`config.mk`:
```
export PLATFORM = sky130hd
export DESIGN_NAME = conv_sched_ctrl_flat
export DESIGN_NICKNAME = d
export VERILOG_FILES = /design/src/rtl/conv_sched_ctrl_if.sv /design/src/rtl/conv_sched_ctrl.sv /design/src/flat_wrapper.sv
export SDC_FILE = /design/constraint.sdc
export NUM_CORES = 1
export LEC_CHECK = 0
export BUFFER_PORTS_ARGS = -buffer_cell sky130_fd_sc_hd__buf_2
export CELL_PAD_IN_SITES_DETAIL_PLACEMENT = 2
export CELL_PAD_IN_SITES_GLOBAL_PLACEMENT = 2
export CORE_AREA = 8 8 215 217
export CTS_BUF_LIST = sky130_fd_sc_hd__clkbuf_16
export DETAILED_ROUTE_END_ITERATION = 12
export DIE_AREA = 0 0 223 225
export PLACE_DENSITY_LB_ADDON = 0.3
export SLEW_MARGIN = 25
export SYNTH_ARGS = -nofsm -noshare
export SYNTH_HDL_FRONTEND = slang
export SYNTH_SLANG_ARGS = --single-unit
export TNS_END_PERCENT = 50
```
`constraint.sdc`:
```
create_clock -name clk -period 12.52 [get_ports clk]
set_input_delay 2.504 -clock clk [delete_from_list [all_inputs] [get_ports clk]]
set_output_delay 2.504 -clock clk [all_outputs]
set_load 0.05 [all_outputs]
```
`src/rtl/conv_sched_ctrl_if.sv`:
```
// Start/done handshake and operand/result bus between the sequencer (master)
// and the convolution controller (slave).
interface conv_sched_ctrl_if;
  logic         start;
  logic [127:0] DATA;
  logic [71:0]  FILTER;
  logic [31:0]  ret;
  logic         done;
  logic         busy;
  logic [2:0]   phase;

  modport master (output start, DATA, FILTER, input ret, done, busy, phase);
  modport slave  (input start, DATA, FILTER, output ret, done, busy, phase);
endinterface

```
`src/rtl/conv_sched_ctrl.sv`:
```
// Sequences a 3x3 convolution of a 4x4 image into a packed 2x2 result using one
// shared multiply-accumulate unit, one tap per cycle over four output positions.
module conv_sched_ctrl #(
  parameter int ACC_W     = 20,
  parameter int OUT_SHIFT = 8
) (
  input  logic             clk,
  input  logic             rst,
  conv_sched_ctrl_if.slave bus
);

  // Handshake: start is a request sampled only in IDLE; done pulses for one
  // cycle in DONE and ret is valid from that cycle until the next DONE.
  localparam logic [2:0] S_IDLE = 3'd0;
  localparam logic [2:0] S_LOAD = 3'd1;
  localparam logic [2:0] S_CALC = 3'd2;
  localparam logic [2:0] S_DONE = 3'd3;

  logic [2:0]       state_q, state_d;
  logic [127:0]     data_q, data_d;
  logic [71:0]      filt_q, filt_d;
  logic [1:0]       pos_q, pos_d;
  logic [3:0]       tap_q, tap_d;
  logic [ACC_W-1:0] acc_q, acc_d;
  logic [31:0]      res_q, res_d;
  logic [31:0]      ret_q, ret_d;

  logic [1:0]       tr, tc, row, col;
  logic [7:0]       d_byte, f_byte, sat_byte;
  logic [15:0]      prod;
  logic [ACC_W-1:0] acc_sum, shifted;

  // Tap index decomposed into kernel row/column; image byte index is {row,col}.
  always_comb begin
    tr       = (tap_q >= 4'd6) ? 2'd2 : ((tap_q >= 4'd3) ? 2'd1 : 2'd0);
    tc       = 2'(tap_q - ({2'b00, tr} * 4'd3));
    row      = {1'b0, pos_q[1]} + tr;
    col      = {1'b0, pos_q[0]} + tc;
    d_byte   = data_q[{row, col, 3'b000} +: 8];
    f_byte   = filt_q[{tap_q, 3'b000} +: 8];
    prod     = 16'(d_byte) * 16'(f_byte);
    acc_sum  = (tap_q == 4'd0) ? ACC_W'(prod) : acc_q + ACC_W'(prod);
    shifted  = acc_sum >> OUT_SHIFT;
    sat_byte = (shifted > ACC_W'(255)) ? 8'hFF : shifted[7:0];
  end

  always_comb begin
    state_d = state_q;
    data_d  = data_q;
    filt_d  = filt_q;
    pos_d   = pos_q;
    tap_d   = tap_q;
    acc_d   = acc_q;
    res_d   = res_q;
    ret_d   = ret_q;
    case (state_q)
      S_IDLE: begin
        if (bus.start) state_d = S_LOAD;
      end
      S_LOAD: begin
        data_d  = bus.DATA;
        filt_d  = bus.FILTER;
        pos_d   = 2'd0;
        tap_d   = 4'd0;
        state_d = S_CALC;
      end
      S_CALC: begin
        acc_d = acc_sum;
        if (tap_q == 4'd8) begin
          res_d[{pos_q, 3'b000} +: 8] = sat_byte;
          tap_d = 4'd0;
          pos_d = pos_q + 2'd1;
          if (pos_q == 2'd3) begin
            // ret only ever sees a complete job, including the byte written now.
            ret_d   = res_d;
            state_d = S_DONE;
          end
        end else begin
          tap_d = tap_q + 4'd1;
        end
      end
      S_DONE: begin
        state_d = S_IDLE;
      end
      default: begin
        state_d = S_IDLE;
      end
    endcase
  end

  always_ff @(posedge clk or posedge rst) begin
    if (rst) begin
      state_q <= S_IDLE;
      data_q  <= '0;
      filt_q  <= '0;
      pos_q   <= '0;
      tap_q   <= '0;
      acc_q   <= '0;
      res_q   <= '0;
      ret_q   <= '0;
    end else begin
      state_q <= state_d;
      data_q  <= data_d;
      filt_q  <= filt_d;
      pos_q   <= pos_d;
      tap_q   <= tap_d;
      acc_q   <= acc_d;
      res_q   <= res_d;
      ret_q   <= ret_d;
    end
  end

  assign bus.ret   = ret_q;
  assign bus.done  = (state_q == S_DONE);
  assign bus.busy  = (state_q == S_LOAD) || (state_q == S_CALC);
  assign bus.phase = state_q;

endmodule
```
`src/flat_wrapper.sv`:
```
// flat-port wrapper written by rule: the top's interface ports become plain ports
module conv_sched_ctrl_flat 
#(
  parameter int ACC_W     = 20,
  parameter int OUT_SHIFT = 8
)
  (clk, rst, bus_start, bus_DATA, bus_FILTER, bus_ret, bus_done, bus_busy, bus_phase);
  conv_sched_ctrl_if bus_i ();
  input  logic clk;
  input  logic rst;
  input wire logic [$bits(bus_i.start)-1:0] bus_start;
  input wire logic [$bits(bus_i.DATA)-1:0] bus_DATA;
  input wire logic [$bits(bus_i.FILTER)-1:0] bus_FILTER;
  output wire logic [$bits(bus_i.ret)-1:0] bus_ret;
  output wire logic [$bits(bus_i.done)-1:0] bus_done;
  output wire logic [$bits(bus_i.busy)-1:0] bus_busy;
  output wire logic [$bits(bus_i.phase)-1:0] bus_phase;
  assign bus_i.start = bus_start;
  assign bus_i.DATA = bus_DATA;
  assign bus_i.FILTER = bus_FILTER;
  assign bus_ret = bus_i.ret;
  assign bus_done = bus_i.done;
  assign bus_busy = bus_i.busy;
  assign bus_phase = bus_i.phase;
  conv_sched_ctrl #(.ACC_W(ACC_W), .OUT_SHIFT(OUT_SHIFT)) u_core (.clk(clk), .rst(rst), .bus(bus_i));
endmodule
```
==> impl_metrics.csv, run 1 <==
group,metric,value,unit
run_status,run_status,"complete, no violations",
yosys,synth_cell_type_count,70,
yosys,synth_top_cell_by_area,"dfrtp_1",
worst_setup_path,path_class,"flop to flop",
timing,final-setup-viol-count,0,
layout,area.growth.synth_to_final,17.1,%
min_path,hold_class,"flop to flop",
worst_setup_path,cp.arrival,11540,ps
timing,worst_slew_pin_slew,1050,ps
drt,route.detailed.drc,0,
yosys,syn_nets,1730,
clock_tree,clock-root-buffer,"clkbuf_16",
yosys,synthAdderAreaFrac,0.0963,
worst_setup_path,slowest_stage,"xnor2_4",
yosys,synthCells,1422,
clock_tree,h-tree-depth,2,
floorplan,floorplan.initialDensity,0.387,
worst_setup_path,regToRegStartpoint,"u_core.tap_q[1]",
place,gp_congestion,0.774,
yosys,synthMuxAreaShare,0.206,
yosys,ys_async_sr_fraction,1.00,
layout,layout-drive-gt1-share,0.362,
clock_tree,cts.repair.resized,0,
floorplan,die_h,225,um
timing,period_share,0.890,
clock_tree,cts.reportedPaths.clkPinSlew,60,ps
yosys,synth_area_leaders,"dfrtp_1 44%, mux2_2 15%, mux4_2 5.6%",
drt,drt_iter0_drc,712,
clock_tree,cts.sinks,292,
yosys,synthSimpleGateAreaFrac,0.0922,
yosys,ys.flop_type,"dfrtp_1",
global_route,grt_max_degree,140,
yosys,ys_warn_count,0,
timing,slew_viol_final,0,
drt,detail-route-antenna-nets,0,
clock_tree,clock_path_buffers,3,
layout,fin_nets,1947,
yosys,synth_edf_count,0,
yosys,synth-seq-cells,292,
worst_setup_path,worstSetupStartpoint,"u_core.tap_q[1]",
clock_tree,postCtsHoldBufs,0,
timing,rsz0062_at_grt,"false",
timing,max_slew_margin,0.296,
yosys,synth_compound_area_frac,0.108,
floorplan,coreArea,0.0427,sq mm
flow_run,drv_cap,0,
place,pre_cts_ws,1210,ps
yosys,ys_seq_area_frac,0.442,
timing,setup_slack,1380,ps
global_route,grt-ovfl-total,0,
yosys,synthXorXnorAreaFrac,0.0158,
layout,instances_no_fill,2213,
drt,wl,56.2,mm
place,dp.cells,2147,
timing,setup_tns,0,ps
drt,wire_per_inst,25.4,um
timing,finClkSkew,21.8,ps
global_route,track_usage,0.220,
clock_tree,cts_setup_buffers,0,
worst_setup_path,slowest_delay,640,ps
yosys,synth.top_cell.area_share,0.442,
place,portBuffers,238,
worst_setup_path,crit_path_end_kind,"flop",
global_route,antenna_found_initial,13,
drt,dr_total_vias,12348,
drt,drt_first_pass_iters,4,
min_path,hp-start,"u_core.res_q[18]",
floorplan,io_pins,240,
layout,final_cell_mix,"292 x dfrtp_1, 238 x buf_2, 213 x mux2_2",
clock_tree,clk_latency,560,ps
timing,min_period,11140,ps
clock_tree,cts_tree,"done",
drt,avgViaCountPerCell,5.58,
floorplan,die_w,223,um
worst_setup_path,worstPathMaxFanout,21,
floorplan,die-area,0.0502,sq mm
yosys,synth_area_per_cell,11.6,sq um
place,dp_hpwl,39.9,mm
timing,fin_hold_ws,478,ps
worst_setup_path,setup.worst_path.start_class,"flop",
timing,hold_viol_final,0,
yosys,netlist_area,0.0165,sq mm
layout,final_common_cell,"dfrtp_1",
worst_setup_path,required,12920,ps
yosys,synth_top_family_by_area,"multiplexers",
global_route,grt_pass1_wl,86.1,mm
clock_tree,numCtsBuffers,35,
floorplan,row_count,76,
timing,max_clock_freq,0.0897,GHz
global_route,grt_pass1_vias,14339,
## cells by family after synthesis
logic type / after synthesis
muxes: 263
xor gates and xnor gates: 29
buffers and inverters: 148
and+or+nand+nor: 313
other: 1
AOI/OAI and AO/OA: 271
DFF: 292
adders and majority gates: 105
## flip-flops by register name, summed over array words and instances, names as in the netlist
| register | count |
|---|---|
| u_core.bus.phase | 2 |
| u_core.res_q | 32 |
| u_core.data_q | 128 |
| u_core.bus.ret | 32 |
| u_core.filt_q | 72 |
| u_core.pos_q | 2 |
| u_core.acc_q | 20 |
| u_core.tap_q | 4 |
## routing by layer
layer  part of all wire  wire length (um)  up-vias  GRT usage
met1               0.42             23800     6457      0.272
met3              0.044              2480      106     0.0441
met4              0.028              1570       12     0.0741
met2               0.50             28200      257      0.383
met5             0.0014                79        -          0
li1                   -                 -     5516          -
## synth_stat cells (9+ instances only)
cell type  count
xor2_1         9
nand2_1       74
o41ai_1       18
mux2i_1        9
nand3_1       20
or2_2         12
o21ai_0       58
fa_1          37
ha_1          68
o21ai_1       10
buf_2         12
xnor2_1       19
mux2_2       213
nand2b_1      35
a21oi_1       89
mux4_2        41
a21o_1        15
inv_1         69
nor2_1       115
dfrtp_1      292
clkbuf_1      48
## stage by stage
| step | cell area, sq um | util |
|---|---|---|
| floorplan | 16500 | - |
| global placement | 18200 | 0.427 |
| detailed placement | 18200 | 0.427 |
| CTS | 19300 | 0.452 |
| global route | 19300 | 0.453 |
| finish | 19400 | 0.453 |
## worst max-delay path: cells and delay by family (launching register included)
family,cells,cell delay (ps)
multiplexers,1,360
flip-flops,1,620
AND/OR/NAND/NOR,9,2040
adder cells (fa/ha/maj),9,3620
buffers and inverters,4,680
XOR/XNOR,4,1280
AO/OA/AOI/OAI,9,2360
## layout make-up
cell class                 instances  area (sq um)
fill                            4323         23300
tap                              546           683
clock inverter                    24           196
sequential                       292          7310
clock buffer                      35           876
timing repair buffer             258          1370
antenna                            6          15.0
multi-input combinational        982          8630
inverter                          70           275
## path summary, 6_finish.rpt
path | endpoint | slack (ps) | cells after the start
max in group asynchronous | u_core.acc_q[8] | 8590 | 4
worst min register to register | u_core.res_q[18] | 480 | 2
min in group asynchronous | u_core.data_q[125] | 2020 | 2
worst max-delay path | u_core.bus.ret[20] | 1380 | 36
worst min-delay path | u_core.res_q[18] | 480 | 2
worst max register to register | u_core.bus.ret[20] | 1380 | 36
Power of run 1 is not shown: default switching activity piles up to over one toggle a cycle in this logic, so the estimate is an artifact.
==> run 2: changes to the inputs <==
--- a/config.mk
+++ b/config.mk
@@ -14,3 +14,3 @@
 export DIE_AREA = 0 0 223 225
-export PLACE_DENSITY_LB_ADDON = 0.3
+export PLACE_DENSITY_LB_ADDON = 0.1
 export SLEW_MARGIN = 25
==> constraint.sdc (replaced) <==
create_clock -name clk -period 12.52 [get_ports clk]
set_input_delay 0 -clock clk [delete_from_list [all_inputs] [get_ports clk]]
set_output_delay 0 -clock clk [all_outputs]
set_load 0.05 [all_outputs]
==> run 2 against run 1 <==
Compared with the run above: fmax down 11%; clock skew is 25 ps higher; die area unchanged; clock-buffer cell count grew 2; utilization increased by 4.9 points; non-clock buffer count rose by 199; hold slack got worse by 260 ps; flip-flop and latch count did not move.
==> impl_metrics.csv, run 2 (synthesis results as in run 1) <==
group,metric,value,unit
layout,final_cell_mix,"292 x dfrtp_1, 238 x buf_2, 213 x mux2_2",
worst_setup_path,worstPathMaxFanout,32,
floorplan,io_pins,240,
timing,setup_slack,41.1,ps
drt,detail-route-antenna-nets,0,
drt,drt_iter0_drc,1239,
timing,period_share,0.997,
global_route,grt_max_degree,147,
layout,largest-register,"u_core.data_q",
floorplan,row_count,76,
layout,final_common_cell,"dfrtp_1",
worst_setup_path,setup.worst_path.start_class,"flop",
worst_setup_path,slowest_stage,"a221oi_2",
worst_setup_path,path_class,"flop to flop",
clock_tree,clk_latency,570,ps
drt,avgViaCountPerCell,6.11,
place,gp_congestion,0.823,
layout,area.growth.synth_to_final,29.7,%
worst_setup_path,cp.arrival,12880,ps
worst_setup_path,crit_path_end_kind,"flop",
clock_tree,cts_tree,"done",
clock_tree,clock-root-buffer,"clkbuf_16",
place,portBuffers,238,
min_path,hold_class,"input pin to async pin",
timing,min_period,12480,ps
layout,fin_nets,2147,
layout,largest_register_ffs,128,
drt,dr_total_vias,14835,
run_status,run_status,"complete, no violations",
clock_tree,numCtsBuffers,36,
drt,wire_per_inst,35.9,um
worst_setup_path,required,12930,ps
layout,layout-drive-gt1-share,0.322,
clock_tree,cts.sinks,292,
clock_tree,clock_path_buffers,3,
layout,reg_top3,"u_core.data_q x128, u_core.filt_q x72",
drt,drt_first_pass_iters,5,
global_route,grt_pass1_wl,105,mm
timing,slew_viol_final,0,
worst_setup_path,ff2ff_setup_slack,40,ps
floorplan,die_h,225,um
place,dp_hpwl,39.4,mm
timing,worst_slew_pin_slew,1460,ps
flow_run,drv_cap,0,
place,pre_cts_ws,984,ps
global_route,grt_pass1_vias,15774,
drt,wl,87.1,mm
timing,final-setup-viol-count,0,
floorplan,floorplan.initialDensity,0.387,
worst_setup_path,slowest_delay,780,ps
timing,max_slew_margin,0.0238,
global_route,grt-ovfl-total,0,
global_route,antenna_found_initial,12,
floorplan,die-area,0.0502,sq mm
timing,finClkSkew,46.3,ps
timing,max_clock_freq,0.0801,GHz
clock_tree,h-tree-depth,2,
timing,hold_viol_final,0,
floorplan,die_w,223,um
floorplan,coreArea,0.0427,sq mm
worst_setup_path,cpMostUsedCell,"ha_1",
global_route,track_usage,0.273,
drt,route.detailed.drc,0,
clock_tree,cts.reportedPaths.clkPinSlew,80,ps
[run 2: changes by cell type in the layout (fill, tap and decap cells not counted), moves of 3 or more]
cell | before | now
dlygate4sd3_1 | 0 | 202
diode_2 | 6 | 18
clkinv_1 | 9 | 5
inv_1 | 74 | 84
buf_4 | 16 | 13
[run 2: metrics by stage]
stage / area [sq um] / util / hold slack, ps / TNS (ps) / instances
after global placement: 18200 / 0.426 / 232 / 0 / 2144
after global routing: 21400 / 0.502 / 224 / -4910 / 2427
after detailed placement: 18200 / 0.427 / 235 / 0 / 2145
final: 21400 / 0.502 / 218 / 0 / 2428
after floorplan: 16500 / - / 152 / 0 / 1422
after CTS: 21400 / 0.500 / 192 / 0 / 2410
[run 2: area by class of cell]
cell class	instances	area [sq um]
Clock buffer	37	926
Antenna cell	18	45.0
Inverter	70	275
Fill cell	4180	21300
Sequential cell	292	7310
Clock inverter	26	173
Multi-Input combinational cell	982	8650
Timing Repair Buffer	457	3370
Tap cell	546	683
[run 2: path summary, 6_finish.rpt]
kind	startpoint	endpoint	cells past startpoint
max	u_core.tap_q[0]	u_core.res_q[12]	37
min	rst	u_core.filt_q[34]	3
max reg2reg	u_core.tap_q[0]	u_core.res_q[12]	37
min reg2reg	u_core.res_q[2]	u_core.res_q[2]	2
max in group asynchronous	rst	u_core.data_q[43]	4
min in group clk	bus_FILTER[71]	u_core.filt_q[71]	3
[run 2: metal layers]
layer / GRT usage / vias up / share of wire
met3: 0.0574 / 395 / 0.072
met4: 0.0924 / 12 / 0.075
met2: 0.468 / 833 / 0.48
met1: 0.339 / 7662 / 0.37
met5: 0 / - / 0.00094
li1: - / 5933 / -
[run 2: repair_timing]
item                                   4_1_cts  5_1_grt
gates resized for setup                      0        2
setup endpoints to repair                    0       22
setup buffers                                0        0
endpoints found under the hold margin      346        0
hold buffers                               202        0
[run 2: critical path, delay by kind of cell (launching register included)]
family / cells / cell delay (ps)
flops: 1 / 390
xor+xnor: 3 / 630
fa+ha+maj: 9 / 3930
mux: 2 / 670
buf+inv: 5 / 1440
simple gates: 10 / 2780
compound gates: 8 / 2430
Power of run 2 is left out for the same reason.
==> run 3: changes to the inputs <==
BUFFER_PORTS_ARGS = unset   (was -buffer_cell sky130_fd_sc_hd__buf_2)
CORE_AREA = 8 8 206 208   (was 8 8 215 217)
DIE_AREA = 0 0 214 216   (was 0 0 223 225)
DONT_BUFFER_PORTS = 1   (was unset)
==> run 3 against run 2 <==
Compared with the run above: the run now ends with setup timing left; sequential share of layout area grew 1.8 points; die area down 7.9%; clock skew up 1.7 ps; register-to-register slack got worse by 280 ps; largest cell class unchanged; via count decreased by 2.9%; highest routed layer unchanged; final cell count fell by 9.4%; first-iteration DRC count is 0.97% lower.
==> impl_metrics.csv, run 3 (synthesis results as in run 1) <==
group,metric,value,unit
clock_tree,clock_path_buffers,3,
global_route,track_usage,0.287,
worst_setup_path,worstSetupStartpoint,"u_core.tap_q[0]",
drt,wl_met2,41.7,mm
place,dp_hpwl,37.7,mm
layout,fin_nets,1917,
layout,layout-drive-gt1-share,0.229,
worst_setup_path,worstPathMaxFanout,22,
drt,routed.top_layer,"met5",
flow_run,drv_cap,0,
drt,dr_total_vias,14410,
run_status,violations,"setup timing",
worst_setup_path,reg2regPathDepth,37,
timing,hold_viol_final,0,
worst_setup_path,cp.arrival,13190,ps
drt,avgViaCountPerCell,6.55,
worst_setup_path,worst-path-stages,37,
layout,fillers,3735,
clock_tree,cts.sinks,292,
worst_setup_path,worst-path-buf-inv,5,
global_route,grt_pass1_wl,102,mm
drt,detail-route-antenna-nets,0,
place,pre_cts_ws,823,ps
clock_tree,clock-root-buffer,"clkbuf_16",
floorplan,io_pins,240,
floorplan,die_w,214,um
worst_setup_path,regToRegStartpoint,"u_core.tap_q[0]",
place,portBuffers,0,
timing,min_period,12760,ps
drt,wire_per_inst,40.6,um
layout,final_common_cell,"dfrtp_1",
clock_tree,h-tree-depth,2,
timing,setup_slack,-244,ps
drt,wl,89.2,mm
floorplan,die-area,0.0462,sq mm
run_status,run_status,"complete, but fails checks",
worst_setup_path,cp-endpoint,"u_core.res_q[18]",
drt,drt_iter0_drc,1227,
worst_setup_path,cpLargestDelayFamily,"adder cells",
drt,route.detailed.drc,0,
worst_setup_path,ff2ff_setup_slack,-240,ps
drt,drt_first_pass_iters,7,
layout,area.growth.synth_to_final,23.2,%
global_route,grt_pass1_vias,14953,
worst_setup_path,required,12940,ps
timing,period_share,1.02,
floorplan,row_count,73,
layout,final_cell_mix,"292 x dfrtp_1, 213 x mux2_2, 202 x dlygate4sd3_1",
layout,largest_register_ffs,128,
worst_setup_path,crit_path_end_kind,"flop",
floorplan,coreArea,0.0392,sq mm
worst_setup_path,slowest_stage,"a2111oi_1",
layout,reg_top3,"u_core.data_q x128, u_core.filt_q x72",
floorplan,floorplan.initialDensity,0.422,
timing,slew_viol_final,0,
drt,wl_met1,31.7,mm
place,gp_congestion,0.813,
clock_tree,clk_latency,600,ps
timing,max_clock_freq,0.0783,GHz
global_route,antenna_found_initial,22,
global_route,grt-ovfl-total,0,
timing,max_slew_margin,0.0880,
timing,worst_slew_pin_slew,1370,ps
worst_setup_path,setup.worst_path.start_class,"flop",
worst_setup_path,slowest_delay,780,ps
timing,final-setup-viol-count,54,
clock_tree,cts_tree,"done",
drt,wl_met3,8.69,mm
worst_setup_path,r2r-end,"u_core.res_q[18]",
global_route,grt_max_degree,85,
floorplan,die_h,216,um
clock_tree,numCtsBuffers,36,
worst_setup_path,path_class,"flop to flop",
layout,largest-register,"u_core.data_q",
min_path,hold_class,"input pin to async pin",
timing,finClkSkew,48.0,ps
clock_tree,cts.reportedPaths.clkPinSlew,70,ps
[run 3: cell types whose count changed in the layout (fill, tap and decap cells not counted), sizes merged]
cell | previous run | this run
inv | 85 | 76
clkinvlp | 1 | 2
buf | 255 | 25
diode | 18 | 42
clkinv | 8 | 15
[run 3: worst min path at each step]
stage | slack [ps] | cells after the start | end | from
floorplan | 150 | 1 | u_core.filt_q[65] | bus_FILTER[65]
global placement | -30 | 1 | u_core.filt_q[55] | rst
detailed placement | -20 | 1 | u_core.filt_q[55] | rst
CTS | 70 | 2 | u_core.filt_q[55] | rst
global route | 100 | 2 | u_core.filt_q[25] | rst
finish | 60 | 2 | u_core.filt_q[25] | rst
[run 3: worst reg2reg max path: cells and delay by family, from the launching register on]
kind / cells / cell delay [ps]
adder cells (fa/ha/maj): 9 / 3990
AND/OR/NAND/NOR: 11 / 3140
AO/OA/AOI/OAI: 7 / 2320
buffers and inverters: 5 / 1310
XOR/XNOR: 3 / 720
multiplexers: 2 / 720
flip-flops: 1 / 410
[run 3: metal layers]
layer	up-vias	track usage
met5	-	0
met4	20	0.103
met3	431	0.0625
met2	1040	0.486
met1	7418	0.357
li1	5501	-
[run 3: cell type report]
| class | instances | area, sq um | area share |
|---|---|---|---|
| flip-flops and latches | 292 | 7310 | 0.359 |
| multi-input cells | 982 | 8680 | 0.426 |
| clock inverters | 25 | 176 | 0.00867 |
| inverters | 70 | 270 | 0.0133 |
| clock buffers | 37 | 926 | 0.0455 |
| well taps | 525 | 657 | 0.0323 |
| repair buffers | 227 | 2240 | 0.110 |
| diodes | 42 | 105 | 0.00516 |
[run 3: timing repair]
action | CTS | global route
setup endpoints to repair | 0 | 64
buffers inserted | 0 | 7
endpoints found under the hold margin | 284 | 0
hold buffers | 202 | 0
resized for setup | 0 | 6
[run 3: per-stage QoR]
step / util / instance area, sq um / hold slack, ps / std cells / TNS (ps)
3_3_place_gp: 0.434 / 17000 / -25.6 / 1886 / 0
6_report: 0.520 / 20400 / 63.1 / 2200 / -7800
3_5_place_dp: 0.434 / 17000 / -19.8 / 1886 / 0
2_1_floorplan: - / 16500 / 152 / 1422 / 0
4_1_cts: 0.513 / 20100 / 70.3 / 2150 / 0
5_1_grt: 0.519 / 20300 / 105 / 2190 / -19070
Power of run 3 is left out for the same reason.
